### config.mk
export PLATFORM = sky130hd
export DESIGN_NAME = sevenseg_reader_flat
export DESIGN_NICKNAME = d
export VERILOG_FILES = /design/src/rtl/sevenseg_reader_if.sv /design/src/rtl/sevenseg_reader.sv /design/src/flat_wrapper.sv
export SDC_FILE = /design/constraint.sdc
export NUM_CORES = 1
export LEC_CHECK = 0
export CORE_UTILIZATION = 32
export CTS_CLUSTER_DIAMETER = 120
export CTS_CLUSTER_SIZE = 10
export DETAILED_ROUTE_END_ITERATION = 8
export SYNTH_ARGS = -nofsm -noshare
export SYNTH_HDL_FRONTEND = slang
export SYNTH_SLANG_ARGS = --single-unit
### constraint.sdc
create_clock -name clk -period 4.1 [get_ports clk]
set_input_delay 1.025 -clock clk [delete_from_list [all_inputs] [get_ports clk]]
set_output_delay 1.025 -clock clk [all_outputs]
set_load 0.02 [all_outputs]
### src/rtl/sevenseg_reader_if.sv
// ============================================================================
//  Module      : sevenseg_reader_if
//  Description : Segment input, digit output handshake and status bundle
//                for sevenseg_reader.
//  Revision    : 1.0  initial release
// ============================================================================
`default_nettype none

interface sevenseg_reader_if;
  logic [6:0] seg_in;
  logic       out_ready;
  logic [3:0] out_digit;
  logic       out_valid;
  logic       blank;
  logic       err;
  logic       overflow;
  logic [7:0] digit_count;
  logic [7:0] err_count;

  modport master (
    input  seg_in,
    input  out_ready,
    output out_digit,
    output out_valid,
    output blank,
    output err,
    output overflow,
    output digit_count,
    output err_count
  );

  modport slave (
    output seg_in,
    output out_ready,
    input  out_digit,
    input  out_valid,
    input  blank,
    input  err,
    input  overflow,
    input  digit_count,
    input  err_count
  );
endinterface

`default_nettype wire

### src/rtl/sevenseg_reader.sv
// ============================================================================
//  Module      : sevenseg_reader
//  Description : Synchronizes and debounces a 7-segment pattern, decodes it to
//                a hex digit and offers it on a valid/ready output register.
//                Optional macro SEVENSEG_READER_ERRCNT_EN enables err_count.
//  Revision    : 1.0  initial release
// ============================================================================
`default_nettype none

module sevenseg_reader #(
  parameter int STABLE_CYCLES = 4
) (
  input  logic                     clk,
  input  logic                     rst,
  sevenseg_reader_if.master        bus
);

  localparam logic [7:0] CNT_MAX = 8'(STABLE_CYCLES - 1);

  typedef enum logic [0:0] {
    SETTLE = 1'b0,
    LOCKED = 1'b1
  } state_t;

  state_t     state_q, state_d;
  logic [6:0] sync1_q, sync1_d;
  logic [6:0] sync2_q, sync2_d;
  logic [6:0] cand_q, cand_d;
  logic [6:0] acc_q, acc_d;
  logic [7:0] cnt_q, cnt_d;
  logic [3:0] out_digit_q, out_digit_d;
  logic       out_valid_q, out_valid_d;
  logic       blank_q, blank_d;
  logic       err_q, err_d;
  logic       overflow_q, overflow_d;
  logic [7:0] digit_count_q, digit_count_d;

  logic       accept;
  logic       dec_hit;
  logic [3:0] dec_digit;

  always_comb begin
    dec_hit   = 1'b1;
    dec_digit = 4'h0;
    case (cand_q)
      7'h3F: dec_digit = 4'h0;
      7'h06: dec_digit = 4'h1;
      7'h5B: dec_digit = 4'h2;
      7'h4F: dec_digit = 4'h3;
      7'h66: dec_digit = 4'h4;
      7'h6D: dec_digit = 4'h5;
      7'h7D: dec_digit = 4'h6;
      7'h07: dec_digit = 4'h7;
      7'h7F: dec_digit = 4'h8;
      7'h6F: dec_digit = 4'h9;
      7'h77: dec_digit = 4'hA;
      7'h7C: dec_digit = 4'hB;
      7'h39: dec_digit = 4'hC;
      7'h5E: dec_digit = 4'hD;
      7'h79: dec_digit = 4'hE;
      7'h71: dec_digit = 4'hF;
      default: dec_hit = 1'b0;
    endcase
  end

  always_comb begin
    state_d       = state_q;
    sync1_d       = bus.seg_in;
    sync2_d       = sync1_q;
    cand_d        = cand_q;
    acc_d         = acc_q;
    cnt_d         = cnt_q;
    out_digit_d   = out_digit_q;
    out_valid_d   = out_valid_q;
    blank_d       = blank_q;
    err_d         = 1'b0;
    overflow_d    = overflow_q;
    digit_count_d = digit_count_q;
    accept        = 1'b0;

    if (sync2_q != cand_q) begin
      cand_d = sync2_q;
      cnt_d  = 8'd0;
    end else if (cnt_q != CNT_MAX) begin
      cnt_d = cnt_q + 8'd1;
    end

    case (state_q)
      SETTLE: begin
        if ((sync2_q == cand_q) && (cnt_q == CNT_MAX)) begin
          state_d = LOCKED;
          // Only a pattern different from the last accepted one has any effect
          accept  = (cand_q != acc_q);
        end
      end
      LOCKED: begin
        if (sync2_q != cand_q) state_d = SETTLE;
      end
      default: state_d = SETTLE;
    endcase

    if (out_valid_q && bus.out_ready) out_valid_d = 1'b0;

    if (accept) begin
      acc_d = cand_q;
      if (dec_hit) begin
        blank_d = 1'b0;
        if (!out_valid_q || bus.out_ready) begin
          out_digit_d   = dec_digit;
          out_valid_d   = 1'b1;
          digit_count_d = digit_count_q + 8'd1;
        end else begin
          overflow_d = 1'b1;
        end
      end else if (cand_q == 7'h00) begin
        blank_d = 1'b1;
      end else begin
        err_d   = 1'b1;
        blank_d = 1'b0;
      end
    end
  end

  always_ff @(posedge clk or posedge rst) begin
    if (rst) begin
      state_q       <= SETTLE;
      sync1_q       <= 7'h00;
      sync2_q       <= 7'h00;
      cand_q        <= 7'h00;
      acc_q         <= 7'h00;
      cnt_q         <= 8'd0;
      out_digit_q   <= 4'h0;
      out_valid_q   <= 1'b0;
      blank_q       <= 1'b1;
      err_q         <= 1'b0;
      overflow_q    <= 1'b0;
      digit_count_q <= 8'd0;
    end else begin
      state_q       <= state_d;
      sync1_q       <= sync1_d;
      sync2_q       <= sync2_d;
      cand_q        <= cand_d;
      acc_q         <= acc_d;
      cnt_q         <= cnt_d;
      out_digit_q   <= out_digit_d;
      out_valid_q   <= out_valid_d;
      blank_q       <= blank_d;
      err_q         <= err_d;
      overflow_q    <= overflow_d;
      digit_count_q <= digit_count_d;
    end
  end

`ifdef SEVENSEG_READER_ERRCNT_EN
  logic [7:0] err_count_q, err_count_d;

  always_comb begin
    err_count_d = err_count_q;
    if (err_d && (err_count_q != 8'hFF)) err_count_d = err_count_q + 8'd1;
  end

  always_ff @(posedge clk or posedge rst) begin
    if (rst) err_count_q <= 8'd0;
    else     err_count_q <= err_count_d;
  end

  assign bus.err_count = err_count_q;
`else
  assign bus.err_count = 8'd0;
`endif

  assign bus.out_digit   = out_digit_q;
  assign bus.out_valid   = out_valid_q;
  assign bus.blank       = blank_q;
  assign bus.err         = err_q;
  assign bus.overflow    = overflow_q;
  assign bus.digit_count = digit_count_q;

endmodule

`default_nettype wire

### src/flat_wrapper.sv
// flat-port wrapper written by rule: the top's interface ports become plain ports
module sevenseg_reader_flat 
#(
  parameter int STABLE_CYCLES = 4
)
  (clk, rst, bus_seg_in, bus_out_ready, bus_out_digit, bus_out_valid, bus_blank, bus_err, bus_overflow, bus_digit_count, bus_err_count);
  sevenseg_reader_if bus_i ();
  input  logic clk;
  input  logic rst;
  input wire logic [$bits(bus_i.seg_in)-1:0] bus_seg_in;
  input wire logic [$bits(bus_i.out_ready)-1:0] bus_out_ready;
  output wire logic [$bits(bus_i.out_digit)-1:0] bus_out_digit;
  output wire logic [$bits(bus_i.out_valid)-1:0] bus_out_valid;
  output wire logic [$bits(bus_i.blank)-1:0] bus_blank;
  output wire logic [$bits(bus_i.err)-1:0] bus_err;
  output wire logic [$bits(bus_i.overflow)-1:0] bus_overflow;
  output wire logic [$bits(bus_i.digit_count)-1:0] bus_digit_count;
  output wire logic [$bits(bus_i.err_count)-1:0] bus_err_count;
  assign bus_i.seg_in = bus_seg_in;
  assign bus_i.out_ready = bus_out_ready;
  assign bus_out_digit = bus_i.out_digit;
  assign bus_out_valid = bus_i.out_valid;
  assign bus_blank = bus_i.blank;
  assign bus_err = bus_i.err;
  assign bus_overflow = bus_i.overflow;
  assign bus_digit_count = bus_i.digit_count;
  assign bus_err_count = bus_i.err_count;
  sevenseg_reader #(.STABLE_CYCLES(STABLE_CYCLES)) u_core (.clk(clk), .rst(rst), .bus(bus_i));
endmodule
==> results of run 1 <==
## through the flow
step	hold slack [ps]	instance area (µm²)
floorplan	331	2590
global placement	331	2830
detailed placement	335	2830
CTS	358	2930
global route	367	2930
finish	356	2930
## routing by layer
layer  vias up  share of wire (%)  track usage [%]
met5         -                  0                0
met4         0                1.2             3.97
met3         5                4.6             2.76
met2        43                 47             17.9
met1       802                 47             14.1
li1        779                  -                -
## how the worst max path moves through the flow
stage / from / end / slack (ps) / cells past startpoint
6_report: u_core.bus.blank / bus_blank / 1630 / 1
5_1_grt: u_core.cand_q[2] / u_core.bus.digit_count[1] / 1530 / 6
4_1_cts: u_core.bus.blank / bus_blank / 1610 / 1
3_5_place_dp: bus_out_ready / u_core.bus.digit_count[1] / 1620 / 4
3_3_place_gp: bus_out_ready / u_core.bus.out_digit[2] / 1640 / 4
2_1_floorplan: rst / u_core.acc_q[0] / 1790 / 1
## state kept, by name (all words and copies together), names as in the netlist
register / count
u_core.bus.overflow: 1
u_core.sync2_q: 7
u_core.bus.out_digit: 4
u_core.bus.blank: 1
u_core.bus.out_valid: 1
u_core.sync1_q: 7
u_core.bus.err: 1
u_core.acc_q: 7
u_core.state_q: 1
u_core.cnt_q: 8
u_core.cand_q: 7
u_core.bus.digit_count: 8
## kinds of logic (layout without fill, tap and decap cells)
logic type                 count (synthesis)  in the layout  share of synthesized area (%)
xor gates and xnor gates                  28             28                           9.55
buffers and inverters                     30             37                           6.14
and+or+nand+nor                           80             80                           20.9
DFF                                       53             53                           51.7
muxes                                     14             14                           6.29
other                                      1              8                          0.146
AOI/OAI and AO/OA                         16             16                           4.34
adders and majority gates                  2              2                          0.975
## placed cells by master, fill, tap and decap left out, drive strengths merged, types with 5 or more instances in the layout
cell and instances:
and3 5, clkbuf 6, clkdlybuf4s50 25, conb 8, dfrtp 52, inv 5, mux2 11, nand2 10
nand2b 5, nand3 10, nand4 7, nand4b 5, nor2 15, xnor2 13, xor2 15
## where the power goes
group	leakage, nW	internal, mW	total [mW]	switching, mW
Combinational	0.576	0.0226	0.0562	0.0335
Sequential	0.678	0.533	0.551	0.0186
Clock	0.0478	0.139	0.318	0.179
## layout make-up
class | count | area share, %
Clock buffer | 6 | 2.82
Multi-Input combinational cell | 148 | 37.9
Tap cell | 102 | 4.36
Clock inverter | 2 | 0.556
Inverter | 4 | 0.513
Timing Repair Buffer | 25 | 8.55
Sequential cell | 53 | 45.3
==> results.yml, run 1 <==
route:
  via_per_inst: 4.79
  wire_per_inst_um: 11.8
  wl_um: 4000
  remaining_drc_errors: 0
  drt_first_pass_iters: 4
  drt.antenna.violating_nets: 0
  num_vias: 1629
  drtIter0Drc: 178
cells_and_area:
  multi_input_area_um2: 1110
  diodes: 0
  drive_above_1_share_pct: 12.6
  final_cells: 340
  nFillCells: 771
  regArea_um2: 1330
  num-nets-final: 249
  area_delta_synth_final_pct: 14.0
  final_core_util_pct: 37.9
job:
  drv_cap: 0
global_route:
  antenna_found_initial: 0
  grt_overflow: 0
  grtUsageTotal_pct: 11.0
  grt_first_pass_wirelength_um: 7320
  grt_pass1_vias: 1570
  grt_max_degree: 54
synthesis:
  yosys.area.top_type: "dfrtp_1"
  synth_most_common_cell: "dfrtp_1"
  yosys-top-cells-area: "dfrtp_1, xor2_1, xnor2_1"
  netlist_top_cells_count: "dfrtp_1, xor2_1, nor2_1, xnor2_1, clkbuf_1"
  syn_area_um2: 2570
  synth-warning-count: 0
  synth-edff-count: 0
  synthDistinctLibCells: 51
  synth.yosys.seq_area_share_pct: 51.7
  ys.flop_type: "dfrtp_1"
  synth_top_cell_area_share_pct: 50.7
  ys_ff_latch: 53
  netlist_instances: 224
  ys_async_sr_fraction_pct: 100
  synth.avg_cell_area_um2: 11.5
critical_path:
  worstPathCellList: "clkdlybuf4s50_1"
  worst_ep_required_time_ps: 3070
  path_class: "register to primary output"
  critPathSlowestCell: "clkdlybuf4s50_1"
  timing.rr.start: "u_core.cand_q[2]"
  crit_path_start_kind: "register"
  cp_num_buf_inv: 1
  worstRegToRegCells: 6
  end_kind: "primary output"
  slowest_delay_ps: 600
  r2r_end: "u_core.bus.digit_count[1]"
  worst-r2r-setup-slack_ps: 1740
  cp_max_fo: 2
  crit_family: "buffers and inverters"
  cp.arrival_ps: 1440
timing:
  rsz0062_at_grt: "no"
  finalSetupViolations: 0
  relSlewSlack_pct: 30.0
  worstMarginPinSlew_ps: 1050
  finalHoldViolCount: 0
  fin_crit_sh_pct: 60.2
  timing.final.max_slew_violations: 0
  period_minus_slack_ps: 2470
  setup_ws_ps: 1630
  maxClockFrequency_mhz: 405
  final.setup.tns_ps: 0
  skew_ps: 4.14
floorplanning:
  num_rows: 32
  initial_core_util_pct: 33.2
  die_h_um: 91.6
  core_area_um2: 7730
  fp.dieArea_um2: 8390
  die_x_um: 91.6
  ios: 34
placed_design:
  dp.cells: 332
  gp_congestion: 0.715
  hpwl_um: 2760
  port_buffers: 25
  dp_slack_ps: 1620
min_path:
  hold_class: "register to register"
  min_from: "u_core.sync1_q[5]"
  whs_endpoint: "u_core.sync2_q[5]"
  whs_path_depth: 0
clock_network:
  cts.clk_slew.worst_paths_ps: 100
  clock_path_buffers: 2
  tritoncts: "yes"
  cts-hold-fix-buffers: 0
  cts_resized: 0
  cts_setup_buffers: 0
  htree_num_levels: 2
  cts_num_sinks: 53
  clock_latency_ps: 310
  numCtsBuffers: 5
  clock-root-buffer: "clkbuf_8"
pwr:
  p_leak_nw: 1.30
  total_power_uw: 926
  powerDensity_nw_per_um2: 316
  ir_drop_v: 0.000172
run_status:
  outcome: "finished clean"
No activity file was read; power rests on OpenSTA's default activity.
==> run 2, diff against run 1 <==
==> constraint.sdc (replaced) <==
create_clock -name clk -period 2.35 [get_ports clk]
set_input_delay 0.5875 -clock clk [delete_from_list [all_inputs] [get_ports clk]]
set_output_delay 0.5875 -clock clk [all_outputs]
set_load 0.02 [all_outputs]
==> run 2 against run 1 <==
Die area did not move. Non-clock buffer count rose by 8. Global-route usage rose by 0.28 points. Critical path depth rose by 5. Sequential power rose by 73%. Combinational power rose by 110%. Via count rose by 0.55%. Worst hold slack barely moved. Register-to-register slack got worse by 1600 ps. Final cell count rose by 2.4%. First-iteration DRC count fell by 6.7%. Core utilization rose by 0.91 points.
==> results.yml, run 2 (synthesis gave the netlist of run 1 again) <==
run_status:
  outcome: "finished clean"
clock_network:
  clock_path_buffers: 2
  cts.clk_slew.worst_paths_ps: 90
  numCtsBuffers: 5
  clock-root-buffer: "clkbuf_8"
  cts_setup_buffers: 0
  htree_num_levels: 2
  cts_resized: 0
  clock_latency_ps: 310
  cts_num_sinks: 53
  tritoncts: "yes"
  cts-hold-fix-buffers: 0
global_route:
  antenna_found_initial: 0
  grt_pass1_vias: 1563
  grt_first_pass_wirelength_um: 7420
  grt_max_degree: 39
  grtUsageTotal_pct: 11.3
  grt_overflow: 0
critical_path:
  timing.rr.start: "u_core.cand_q[2]"
  end_kind: "register"
  cp_max_fo: 16
  crit_path_start_kind: "register"
  worst_ep_required_time_ps: 2550
  cp_num_buf_inv: 0
  path_class: "register to register"
  cp.arrival_ps: 2390
  crit_family: "simple AND/OR/NAND/NOR gates"
  worst-r2r-setup-slack_ps: 160
  worstPathCellList: "xor2_1 > nor4_4 > nand4b_4 > nor2_8 > nand3_4 > mux2_4"
  slowest_delay_ps: 660
  critPathSlowestCell: "dfrtp_1"
  r2r_end: "u_core.bus.out_digit[2]"
  worstRegToRegCells: 6
min_path:
  min_from: "u_core.sync1_q[5]"
  whs_path_depth: 0
  hold_class: "register to register"
  whs_endpoint: "u_core.sync2_q[5]"
floorplanning:
  core_area_um2: 7730
  die_h_um: 91.6
  die_x_um: 91.6
  initial_core_util_pct: 33.2
  fp.dieArea_um2: 8390
  ios: 34
  num_rows: 32
pwr:
  p_leak_nw: 1.35
  p_seq_share_pct: 59.5
  pwr-share-clk_pct: 33.2
  ir_drop_v: 0.000325
  power_switching_uw: 387
  swShare_pct: 24.1
  pwr-share-comb_pct: 7.2
  p_int_mw: 1.22
  powerDensity_nw_per_um2: 535
placed_design:
  hpwl_um: 3040
  port_buffers: 25
  dp.cells: 340
  gp_congestion: 0.787
timing:
  worstMarginPinSlew_ps: 508
  timing.final.max_slew_violations: 0
  rsz0062_at_grt: "no"
  relSlewSlack_pct: 66.2
  finalSetupViolations: 0
  finalHoldViolCount: 0
  fin_crit_sh_pct: 93.2
  final.setup.tns_ps: 0
  period_minus_slack_ps: 2190
  maxClockFrequency_mhz: 457
  skew_ps: 4.04
route:
  wire_per_inst_um: 12.2
  via_per_inst: 4.71
  drtIter0Drc: 166
  drt_first_pass_iters: 6
  drt.antenna.violating_nets: 0
  wl_um: 4260
  num_vias: 1638
  remaining_drc_errors: 0
cells_and_area:
  final_cells: 348
  drive_above_1_share_pct: 15.4
  nFillCells: 755
  num-nets-final: 257
  final_common_cell: "dfrtp_1"
  diodes: 0
  layout_common_cells: "dfrtp_1, clkdlybuf4s50_1, xor2_1"
  area_delta_synth_final_pct: 16.8
job:
  drv_cap: 0
==> run 2: how the worst max path moves through the flow <==
stage	startpoint	end	slack (ps)	cells past startpoint
2_1_floorplan	u_core.cnt_q[0]	u_core.bus.digit_count[1]	290	7
3_3_place_gp	u_core.cand_q[2]	u_core.bus.out_digit[2]	240	6
3_5_place_dp	u_core.cnt_q[0]	u_core.bus.out_digit[2]	190	7
4_1_cts	u_core.cand_q[2]	u_core.bus.out_digit[2]	180	6
5_1_grt	u_core.cand_q[2]	u_core.bus.digit_count[1]	8	6
6_report	u_core.cand_q[2]	u_core.bus.out_digit[2]	160	6
==> run 2: area by class of cell <==
| cell class | instances | area [µm²] | share of cell area [%] |
|---|---|---|---|
| Clock buffer | 6 | 82.6 | 2.75 |
| Clock inverter | 2 | 13.8 | 0.459 |
| Inverter | 4 | 15.0 | 0.501 |
| Multi-Input combinational cell | 148 | 1110 | 37.0 |
| Sequential cell | 53 | 1330 | 44.3 |
| Tap cell | 102 | 128 | 4.26 |
| Timing Repair Buffer | 33 | 323 | 10.8 |
==> run 2: metal layers <==
layer  vias to the layer above  global-route usage [%]  part of all wire [%]
met5                         -                       0                     0
met4                         0                    4.89                   2.2
met3                         9                    2.85                   4.3
met2                        49                    17.4                    44
met1                       782                    15.0                    49
li1                        798                       -                     -
==> run 2: worst register-to-register path, cell delays in order (launching register included) <==
cell	delay [ps]
dfrtp_1	660
xor2_1	180
nor4_4	370
nand4b_4	180
nor2_8	220
nand3_4	150
mux2_4	330
==> run 2: power groups by stage <==
stage               sequential [mW]  clock, mW  combinational, mW
global placement              0.971          0              0.117
CTS                           0.955      0.552              0.119
finish                        0.955      0.533              0.116
global route                  0.959      0.584              0.130
floorplan                     0.957          0              0.109
detailed placement            0.973          0              0.118
==> run 2: metrics by stage <==
stage | utilization, % | hold WS, ps | power (mW) | worst slack, ps | area, µm²
global route | 38.8 | 367 | 1.67 | 8.00 | 3000
CTS | 38.8 | 358 | 1.62 | 176 | 3000
floorplan | - | 331 | 1.07 | 292 | 2590
global placement | 37.5 | 333 | 1.09 | 235 | 2900
finish | 38.8 | 356 | 1.60 | 160 | 3000
detailed placement | 37.5 | 336 | 1.09 | 193 | 2900
